### src/rtl/led_sequencer_pkg.sv
// led_sequencer_pkg: shared encodings and register map for the LED sequencer
package led_sequencer_pkg;
  typedef enum logic [1:0] {
    MODE_OFF    = 2'b00,
    MODE_BLINK  = 2'b01,
    MODE_ROTATE = 2'b10,
    MODE_BOUNCE = 2'b11
  } mode_t;
  typedef enum logic [1:0] {
    IDLE = 2'd0,
    RUN  = 2'd1,
    PEND = 2'd2
  } state_t;
  typedef enum logic {
    DIR_LEFT  = 1'b0,
    DIR_RIGHT = 1'b1
  } dir_t;
  localparam logic [1:0] OFF_LED    = 2'd0;
  localparam logic [1:0] OFF_CTRL   = 2'd1;
  localparam logic [1:0] OFF_PERIOD = 2'd2;
  localparam logic [1:0] OFF_SEED   = 2'd3;
  function automatic logic [7:0] reg_addr(input logic [7:0] base, input logic [1:0] off);
    return base + {6'b0, off};
  endfunction
endpackage

### src/rtl/led_seq_timebase.sv
// led_seq_timebase: prescaler plus step counter producing one step pulse per (period+1)*DIV cycles
module led_seq_timebase #(
  parameter int DIV = 256
) (
  input  logic       clk,
  input  logic       rst,
  input  logic       clear,
  input  logic       en,
  input  logic [7:0] period,
  output logic       step
);
  localparam int PW = $clog2(DIV);
  logic [PW-1:0] pre_cnt;
  logic [7:0]    step_cnt;
  logic          pre_tick;
  assign pre_tick = en && pre_cnt == PW'(DIV - 1);
  assign step = pre_tick && step_cnt == period;
  // counters hold at zero while disabled or cleared, otherwise wrap at their limits
  always_ff @(posedge clk) begin
    if (rst || clear || !en) begin
      pre_cnt  <= '0;
      step_cnt <= '0;
    end else begin
      pre_cnt <= pre_tick ? '0 : pre_cnt + 1'b1;
      if (pre_tick) step_cnt <= step ? '0 : step_cnt + 1'b1;
    end
  end
endmodule

### src/rtl/led_sequencer.sv
// led_sequencer: CPU-programmable LED pattern engine feeding the LEDS peripheral write port
module led_sequencer
  import led_sequencer_pkg::*;
#(
  parameter logic [7:0] BASE_ADDR = 8'h0A,
  parameter int          DIV       = 256
) (
  input  logic       clk,
  input  logic       rst,
  input  logic [7:0] addr,
  input  logic       write_en,
  input  logic [7:0] din,
  output logic [7:0] dout,
  output logic       led_we,
  output logic [7:0] led_din,
  output logic       busy
);
  state_t     state, state_nxt;
  mode_t      mode;
  dir_t       dir, dir_nxt;
  logic [7:0] period, seed, cur, cur_nxt, led_nxt;
  logic       led_we_nxt, step, active, due, do_step, defer;
  logic       wr_led, wr_ctrl, wr_period, wr_seed, start, stop;
  assign wr_led    = write_en && addr == reg_addr(BASE_ADDR, OFF_LED);
  assign wr_ctrl   = write_en && addr == reg_addr(BASE_ADDR, OFF_CTRL);
  assign wr_period = write_en && addr == reg_addr(BASE_ADDR, OFF_PERIOD);
  assign wr_seed   = write_en && addr == reg_addr(BASE_ADDR, OFF_SEED);
  assign start     = wr_ctrl && din[1:0] != 2'b00;
  assign stop      = wr_ctrl && din[1:0] == 2'b00;
  assign active    = state != IDLE;
  assign busy      = active;
  // a step is owed either from the timebase or from a deferral; a CPU LED write pushes it back
  assign due       = active && (step || state == PEND);
  assign do_step   = due && !wr_ctrl && !wr_led;
  assign defer     = due && wr_led;
  led_seq_timebase #(.DIV(DIV)) u_timebase (
    .clk    (clk),
    .rst    (rst),
    .clear  (start || wr_period),
    .en     (active),
    .period (period),
    .step   (step)
  );
  // state register
  always_ff @(posedge clk) begin
    if (rst) state <= IDLE;
    else state <= state_nxt;
  end
  // next state: control writes dominate, otherwise a collided step parks in PEND
  always_comb begin
    state_nxt = start ? RUN : (stop || !active) ? IDLE : defer ? PEND : RUN;
  end
  // next pattern value and LED write strobe; CPU LED write beats a step
  always_comb begin
    cur_nxt    = cur;
    dir_nxt    = dir;
    led_we_nxt = 1'b0;
    led_nxt    = led_din;
    if (start) begin
      cur_nxt    = seed;
      dir_nxt    = DIR_LEFT;
      led_we_nxt = 1'b1;
      led_nxt    = seed;
    end else if (wr_led) begin
      cur_nxt    = active ? din : cur;
      led_we_nxt = 1'b1;
      led_nxt    = din;
    end else if (do_step) begin
      led_we_nxt = 1'b1;
      case (mode)
        MODE_BLINK:  led_nxt = led_din == 8'h00 ? cur : 8'h00;
        MODE_ROTATE: begin
          cur_nxt = {cur[6:0], cur[7]};
          led_nxt = cur_nxt;
        end
        MODE_BOUNCE: begin
          dir_nxt = (dir == DIR_LEFT && cur[7]) ? DIR_RIGHT :
                    (dir == DIR_RIGHT && cur[0]) ? DIR_LEFT : dir;
          cur_nxt = dir_nxt == DIR_LEFT ? cur << 1 : cur >> 1;
          led_nxt = cur_nxt;
        end
        default: led_we_nxt = 1'b0;
      endcase
    end
  end
  // configuration and pattern registers
  always_ff @(posedge clk) begin
    if (rst) begin
      mode    <= MODE_OFF;
      period  <= '0;
      seed    <= '0;
      cur     <= '0;
      dir     <= DIR_LEFT;
      led_we  <= 1'b0;
      led_din <= '0;
    end else begin
      if (wr_ctrl) mode <= mode_t'(din[1:0]);
      if (wr_period) period <= din;
      if (wr_seed) seed <= din;
      cur     <= cur_nxt;
      dir     <= dir_nxt;
      led_we  <= led_we_nxt;
      led_din <= led_nxt;
    end
  end
  // register readback
  always_comb begin
    dout = addr == reg_addr(BASE_ADDR, OFF_LED)    ? led_din :
           addr == reg_addr(BASE_ADDR, OFF_CTRL)   ? {6'b0, mode} :
           addr == reg_addr(BASE_ADDR, OFF_PERIOD) ? period :
           addr == reg_addr(BASE_ADDR, OFF_SEED)   ? seed : 8'h00;
  end
endmodule
### config.mk
export PLATFORM = sky130hd
export DESIGN_NAME = led_sequencer
export DESIGN_NICKNAME = d
export VERILOG_FILES = /design/src/rtl/led_sequencer_pkg.sv /design/src/rtl/led_seq_timebase.sv /design/src/rtl/led_sequencer.sv
export SDC_FILE = /design/constraint.sdc
export NUM_CORES = 1
export LEC_CHECK = 0
export BUFFER_PORTS_ARGS = -buffer_cell sky130_fd_sc_hd__buf_4
export CAP_MARGIN = 20
export CORE_MARGIN = 10
export CORE_UTILIZATION = 50
export DETAILED_ROUTE_END_ITERATION = 8
export PLACE_DENSITY = 0.7
export SLEW_MARGIN = 20
export SYNTH_ARGS = -nofsm -noshare
export SYNTH_HDL_FRONTEND = slang
export SYNTH_SLANG_ARGS = --single-unit
export TNS_END_PERCENT = 50
### constraint.sdc
create_clock -name clk -period 5.63 [get_ports clk]
set_input_delay 1.4075 -clock clk [delete_from_list [all_inputs] [get_ports clk]]
set_output_delay 1.4075 -clock clk [all_outputs]
set_load 0.01 [all_outputs]
# Word level (Yosys, flattened, before mapping)
# Index checks and enable logic that the tools add are counted.
# op_classes
n_addsub	2
eq_ne	11
muxes	25
n_bitwise	2
n_reduce_logical	36
# op_table
operator	count
8-bit 2-to-1 mux	14
8-bit by 4-bit == test with 1-bit output (second input constant)	4
8-bit case mux with 3 select lines	1
8-bit by 1-bit adder with 8-bit output (second input constant)	2
8-bit case mux with 2 select lines	1
1-bit logical AND	14
8-bit == test	1
8-bit == test (second input constant)	1
8-bit logical NOT	1
1-bit 2-to-1 mux	8
2-bit == test (second input constant)	3
3-bit AND reduction	2
3-bit OR reduction	2
1-bit logical OR	5
5-bit nonzero test	1
2-bit nonzero test	2
4-bit nonzero test	1
2-bit OR reduction	2
1-bit logical NOT	3
3-bit by 2-bit != test with 1-bit output (second input constant)	1
3-bit nonzero test	1
2-bit by 1-bit == test with 1-bit output (second input constant)	1
2-bit logical NOT	1
2-bit 2-to-1 mux	1
other kinds (2)	3
# totals
reg_bits	54
input_bits	19
output_inout_bits	18
elab_cells	87

# Longest topological paths before layout
# Gate-level depths: netlist of run 1.
# depth
word_depth	10
mapped_depth	8
ltp_nobuf	6

# Modules after synthesis
# Synthesis of run 1 repeated with hierarchy kept, for this count alone.
# hier_totals
hier_cells	407
area_unflattened_um2	3208.1
# modules_own_cells
mod	instances	cells_per_inst	area_per_inst_um2	seq_area_each_um2
led_sequencer	1	311	2373.5	760.7
led_seq_timebase	1	96	834.6	320.3

# Worst setup path before layout of run 1
# No wires, ideal clock.
# synth_timing
kind	input -> output
start	in addr[5]
end	out dout[2]
arrival_ns	2.745
required_time_ns	4.223
setup_slack_ns	1.478
stages	5
n_path_buf	1
cell_sequence	or4b_4 nor4_4 buf_2 a22oi_1 nand2_1
# synth_via
elab_chain_cells	5
elab_cells_between_ends	8
cone_classes	eq/ne: 4; mux: 4
# synth_lines
element	line_no	text
start, declared	led_sequencer.sv:10	input logic [7:0] addr,
8-bit by 4-bit == test with 1-bit output	led_sequencer.sv:111	addr == reg_addr(BASE_ADDR, OFF_SEED) ? seed : 8'h00;
8-bit 2-to-1 mux	led_sequencer.sv:111	
8-bit 2-to-1 mux	led_sequencer.sv:110	addr == reg_addr(BASE_ADDR, OFF_PERIOD) ? period :
8-bit 2-to-1 mux	led_sequencer.sv:109	addr == reg_addr(BASE_ADDR, OFF_CTRL) ? {6'b0, mode} :
8-bit 2-to-1 mux (*)	led_sequencer.sv:108	dout = addr == reg_addr(BASE_ADDR, OFF_LED) ? led_din :
end, declared	led_sequencer.sv:13	output logic [7:0] dout,
# Every way passes the cells marked *; elsewhere a longest branch is shown, timed or not.

# Final worst setup path of run 1
# layout_timing
start	in addr[5]
end	out dout[0]
# The elaborated chain is that of the path after synthesis.

==> impl_metrics.py, run 1 <==
metrics = {
    "setup_path": {
        "crit_chain": "buf_4 -> or4b_4 -> nor4_4 -> a22oi_1 -> a21oi_1 -> buf_4",
        "path_depth": 6,
        "r2r-start": "u_timebase.step_cnt[0]",
        "crit_path_end_kind": "primary output",
        "slowest_stage": "nor4_4",
        "cpPeakStageDelay_ps": 750,
        "worstSetupPathType": "in2out",
        "cpMostUsedCell": "buf_4",
        "required_ps": 4220,
        "cp-start-kind": "input pin",
        "cp_data_arrival_time_ps": 3430,
        "r2r_end": "cur[2]",
        "crit_family": "simple AND/OR/NAND/NOR gates",
        "crit_buf_inv": 2,
        "cp_max_fo": 17,
        "worstSetupEndpoint": "dout[0]",
        "r2r.worst_path.cells": 5,
        "ff2ff_setup_slack_ps": 3340,
        "cp-startpoint": "addr[5]",
    },
    "synth": {
        "synth_cell_type_count": 58,
        "yosys.area_share.simple_pct": 28.8,
        "yosysSeqAreaShare_pct": 33.8,
        "synth_warnings": 0,
        "ys_ff_latch": 54,
        "synthCells": 400,
        "synth-main-ff-cell": "dfxtp_1",
        "synthAdderAreaFrac_pct": 0.782,
        "syn_area_per_cell_um2": 8.00,
        "ys_top_cells_by_area": "dfxtp_1, a21oi_1, nand2_1, xor2_1, nor2_1",
        "syn_area_um2": 3200,
        "synth_top_family_by_area": "simple AND/OR/NAND/NOR gates",
        "synth_top_area_cell": "dfxtp_1",
        "synth_compound_area_share_pct": 26.4,
        "synth.top_cell.area_share_pct": 33.8,
        "synth_xor_area_share_pct": 5.47,
        "synthMuxAreaShare_pct": 0,
        "postSynth.asyncResetShare_pct": 0,
        "synth_edf_count": 0,
        "syn_nets": 421,
    },
    "cells_and_area": {
        "drive_gt1_share_pct": 15.1,
        "nNetsFinal": 445,
        "area_growth_pct": 12.0,
        "antenna_cells": 0,
        "fin_cells": 502,
    },
    "sta": {
        "skew_ps": 8.44,
        "slew_viol_final": 0,
        "period_minus_slack_ps": 4830,
        "fmax_mhz": 207,
        "fin_tns_setup_ps": 0,
        "slew_headroom_pct": 41.3,
        "tightest_slew_ps": 874,
        "period_share_pct": 85.9,
        "setup_violations": 0,
        "rsz0062_at_grt": "false",
        "hold_viol_final": 0,
    },
    "cts": {
        "htreeDepth": 2,
        "cts_tree": "yes",
        "ctsResizeCount": 0,
        "insertion_delay_ps": 310,
        "clk_pin_slew_ps": 90,
        "clock_path_buffers": 2,
        "cts_buffers": 5,
        "cts_root_buf": "clkbuf_8",
        "postCtsSetupRepairBufs": 0,
        "cts.sinks": 54,
        "postCtsHoldBufs": 0,
    },
    "grt": {
        "grt_max_degree": 32,
        "grt-ovfl-total": 0,
        "grt_pass1_vias": 2929,
        "grtUsageTotal_pct": 17.8,
        "grt_pass1_wl_um": 14900,
        "antenna_found_initial": 0,
    },
    "floorplan": {
        "ios": 37,
        "die-area_um2": 10000,
        "fp.dieW_um": 100,
        "dieHeight_um": 100,
        "fp.coreArea_um2": 6280,
        "initial_utilization_pct": 51.0,
        "rows": 29,
    },
    "placed_design": {
        "dp.cells": 494,
        "gp_congestion": 0.878,
        "dp_hpwl_um": 6460,
        "port_buffers": 36,
    },
    "power": {
        "leakagePower_nw": 1.33,
        "vdd_ir_drop_max_v": 0.000122,
        "powerDensity_nw_per_um2": 182,
    },
    "job": {
        "drv_cap": 0,
    },
    "detailed_routing": {
        "drt_pass1_iterations": 5,
        "wl_um": 8910,
        "ant_nets": 0,
        "drc": 0,
        "drt_iter0_markers": 278,
        "vias": 3171,
        "avgViaCountPerCell": 6.32,
        "wl_per_cell_um": 17.7,
    },
    "hold_path": {
        "hp-class": "reg2reg",
    },
    "run_status": {
        "status": "finished, final reports clean",
    },
}
## routing by layer
| metal | track usage [%] | share of wire [%] |
|---|---|---|
| met1 | 24.0 | 44 |
| met2 | 28.1 | 47 |
| met3 | 3.37 | 7.3 |
| met4 | 5.43 | 1.6 |
| met5 | 0 | 0 |
## worst reg2reg max path: stages (launching register included)
cell	delay, ps
dfxtp_1	490
xor2_1	150
nor4_4	390
a32oi_2	370
o21a_4	370
a2111oi_1	400
## area by class of cell
type	count	area, µm²
Multi-Input combinational cell	308	1970
Clock buffer	7	86.3
Sequential cell	54	1080
Fill cell	582	2690
Inverter	17	63.8
Timing Repair Buffer	38	285
Clock inverter	1	5.00
Tap cell	77	96.3
## power breakdown
part	internal (W)	total, W	switching [W]
registers	0.000382	0.000383	0.000000634
clock network	0.0000996	0.000227	0.000128
logic	0.0000161	0.0000420	0.0000259
total	0.000498	0.000652	0.000154
## kinds of logic after synthesis
logic type	Yosys count
AO/OA/AOI/OAI	119
XOR/XNOR	20
adder cells (fa/ha/maj)	2
AND/OR/NAND/NOR	167
flip-flops	54
buffers and inverters	38
## synth_stat cells, types with 3 or more instances
library cell / count
a2111oi_1: 5
a21oi_1: 43
a22oi_1: 15
and2_1: 4
and3_1: 4
buf_2: 8
clkbuf_1: 13
dfxtp_1: 54
inv_1: 17
nand2_1: 47
nand2b_1: 4
nand3_1: 24
nand4_1: 6
nor2_1: 39
nor2b_1: 5
nor3_1: 5
nor4_1: 9
nor4_4: 4
o211ai_1: 4
o21a_1: 5
o21ai_0: 11
o221ai_1: 4
o31ai_1: 8
xnor2_1: 3
xor2_1: 17
## layout by cell type (no fill, tap or decap), types with 3 or more instances in the layout
master      n
a2111oi_1   5
a21oi_1    43
a22oi_1    15
and2_1      4
and3_1      4
buf_4      38
clkbuf_8    6
dfxtp_1    54
inv_1      17
nand2_1    47
nand2b_1    4
nand3_1    24
nand4_1     6
nor2_1     39
nor2b_1     5
nor3_1      5
nor4_1      9
nor4_4      4
o211ai_1    4
o21a_1      5
o21ai_0    11
o221ai_1    4
o31ai_1     8
xnor2_1     3
xor2_1     17
## metrics by stage
step	worst slack (ps)	utilization (%)	total power, W	hold WS, ps	instance area, µm²
2_1_floorplan	1480	-	0.000412	426	3200
3_3_place_gp	904	55.7	0.000432	439	3490
3_5_place_dp	827	55.7	0.000432	453	3490
4_1_cts	812	57.1	0.000655	470	3590
5_1_grt	715	57.1	0.000673	507	3590
6_report	796	57.1	0.000652	467	3590
## flip-flops by register name, indices dropped and copies added (netlist names)
signal	flops
cur	8
dir	1
led_din	8
led_we	1
mode	2
period	8
seed	8
state	2
u_timebase.pre_cnt	8
u_timebase.step_cnt	8
## worst min-delay path by stage
stage,startpoint,endpoint,slack [ps],cells past startpoint
after floorplan,u_timebase.pre_cnt[0],u_timebase.pre_cnt[0],430,1
after global placement,u_timebase.pre_cnt[0],u_timebase.pre_cnt[0],440,1
after detailed placement,u_timebase.pre_cnt[0],u_timebase.pre_cnt[0],450,1
after CTS,u_timebase.pre_cnt[0],u_timebase.pre_cnt[0],470,1
after global routing,u_timebase.pre_cnt[0],u_timebase.pre_cnt[0],510,1
final,u_timebase.pre_cnt[0],u_timebase.pre_cnt[0],470,1
No activity file was read; power rests on OpenSTA's default activity.
==> run 2: changes to the inputs <==
--- a/config.mk
+++ b/config.mk
@@ -11,7 +11,6 @@
 export CORE_UTILIZATION = 50
 export DETAILED_ROUTE_END_ITERATION = 8
 export PLACE_DENSITY = 0.7
-export SLEW_MARGIN = 20
 export SYNTH_ARGS = -nofsm -noshare
 export SYNTH_HDL_FRONTEND = slang
 export SYNTH_SLANG_ARGS = --single-unit
==> constraint.sdc (replaced) <==
create_clock -name clk -period 5.21 [get_ports clk]
set_input_delay 1.3025 -clock clk [delete_from_list [all_inputs] [get_ports clk]]
set_output_delay 1.3025 -clock clk [all_outputs]
set_load 0.01 [all_outputs]
==> run 2 against run 1 <==
  * Sequential share of layout area is 0.19 points lower
  * Total power is 15% higher
  * Count of clock-buffer cells in the layout is 2 lower
==> impl_metrics.py, run 2 (synthesis results as in run 1) <==
metrics = {
    "detailed_routing": {
        "drt_pass1_iterations": 5,
        "drc": 0,
        "routed.top_layer": "met4",
        "met2_length_um": 4200,
        "avgViaCountPerCell": 6.25,
        "route.met3.wl_um": 654,
        "wl_met1_um": 4000,
        "wl_per_cell_um": 18.0,
        "drt_iter0_markers": 304,
        "vias": 3137,
        "wl_um": 9040,
        "ant_nets": 0,
    },
    "setup_path": {
        "r2r-start": "u_timebase.step_cnt[0]",
        "worstSetupPathType": "in2out",
        "cpPeakStageDelay_ps": 730,
        "cp_max_fo": 17,
        "crit_buf_inv": 2,
        "crit_chain": "buf_4 -> or4b_4 -> nor4_4 -> a22oi_1 -> a21oi_1 -> buf_4",
        "required_ps": 3910,
        "cp_data_arrival_time_ps": 3260,
        "crit_family": "simple AND/OR/NAND/NOR gates",
        "cpMostUsedCell": "buf_4",
        "cp-start-kind": "input pin",
        "cp-startpoint": "addr[5]",
        "crit_path_end_kind": "primary output",
        "slowest_stage": "nor4_4",
    },
    "cells_and_area": {
        "final_common_cell": "dfxtp_1",
        "layout_common_cells": "dfxtp_1, nand2_1, a21oi_1",
        "nNetsFinal": 445,
        "area_growth_pct": 12.7,
        "antenna_cells": 0,
        "fin_util_pct": 57.5,
        "drive_gt1_share_pct": 15.3,
    },
    "sta": {
        "period_share_pct": 87.6,
        "fin_tns_setup_ps": 0,
        "setup_violations": 0,
        "slew_viol_final": 0,
        "period_minus_slack_ps": 4560,
        "slew_headroom_pct": 43.2,
        "postLayoutSetupSlackWorst_ps": 647,
        "hold_viol_final": 0,
        "fmax_mhz": 219,
        "skew_ps": 11.5,
        "tightest_slew_ps": 846,
        "rsz0062_at_grt": "false",
    },
    "power": {
        "powerDensity_nw_per_um2": 207,
        "vdd_ir_drop_max_v": 0.000126,
        "power_frac_comb_pct": 6.0,
        "switchingPower_w": 0.000175,
        "internal_power_w": 0.000574,
        "switching_share_pct": 23.3,
        "p_clk_share_pct": 38.7,
        "leakagePower_nw": 1.33,
        "power.share.sequential_pct": 55.3,
    },
    "grt": {
        "grt_max_degree": 32,
        "antenna_found_initial": 0,
        "grtUsageTotal_pct": 17.4,
        "grt_pass1_vias": 2982,
        "grt_pass1_wl_um": 14700,
        "grt-ovfl-total": 0,
    },
    "cts": {
        "postCtsHoldBufs": 0,
        "cts.sinks": 54,
        "postCtsSetupRepairBufs": 0,
        "cts_buffers": 5,
        "cts_tree": "yes",
        "cts_root_buf": "clkbuf_8",
        "htreeDepth": 2,
        "clk_pin_slew_ps": 110,
        "clock_path_buffers": 2,
        "insertion_delay_ps": 310,
        "ctsResizeCount": 0,
    },
    "floorplan": {
        "die-area_um2": 10000,
        "fp.dieW_um": 100,
        "fp.coreArea_um2": 6280,
        "dieHeight_um": 100,
        "rows": 29,
        "ios": 37,
        "initial_utilization_pct": 51.0,
    },
    "hold_path": {
        "hold_start": "u_timebase.pre_cnt[0]",
        "hp-class": "reg2reg",
    },
    "placed_design": {
        "gp_congestion": 0.901,
        "dp_hpwl_um": 6550,
        "dpl_worst_slack_ps": 655,
        "port_buffers": 36,
    },
    "run_status": {
        "status": "finished, final reports clean",
    },
    "job": {
        "drv_cap": 0,
    },
}
-- run 2: cell types whose count changed in the layout (fill, tap and decap cells not counted) --
cell        previous run  this run
clkbuf_8               6         5
clkbuf_1               1         0
clkinv_2               1         0
bufinv_16              0         1
clkinvlp_4             0         2
-- run 2: stage by stage --
step | hold slack (ps) | instance area [µm²] | std cells | power, W
after CTS | 472 | 3610 | 502 | 0.000754
after floorplan | 426 | 3200 | 400 | 0.000445
after global routing | 484 | 3610 | 502 | 0.000769
final | 470 | 3610 | 502 | 0.000748
after global placement | 439 | 3490 | 494 | 0.000467
after detailed placement | 449 | 3490 | 494 | 0.000467
-- run 2: layout make-up --
cell class	count	area [µm²]
Clock inverter	3	45.0
Sequential cell	54	1080
Inverter	17	63.8
Multi-Input combinational cell	308	1970
Tap cell	77	96.3
Fill cell	599	2670
Timing Repair Buffer	38	285
Clock buffer	5	68.8
-- run 2: power by group through the flow --
stage | clock (W) | sequential, W | combinational, W
3_3_place_gp | 0 | 0.000423 | 0.0000440
4_1_cts | 0.000296 | 0.000414 | 0.0000444
5_1_grt | 0.000306 | 0.000414 | 0.0000484
3_5_place_dp | 0 | 0.000423 | 0.0000442
2_1_floorplan | 0 | 0.000423 | 0.0000221
6_report | 0.000289 | 0.000414 | 0.0000451
-- run 2: path summary, 6_finish.rpt --
check | to | slack [ps] | depth (start not counted)
setup / recovery | dout[0] | 650 | 6
hold reg to reg | u_timebase.pre_cnt[0] | 470 | 1
hold / removal | u_timebase.pre_cnt[0] | 470 | 1
setup reg to reg | cur[2] | 2810 | 5
-- run 2: per-layer routing --
metal,global-route usage (%),vias up
li1,-,1507
met1,22.7,1482
met2,28.1,133
met3,3.57,15
met4,5.54,0
met5,0,-
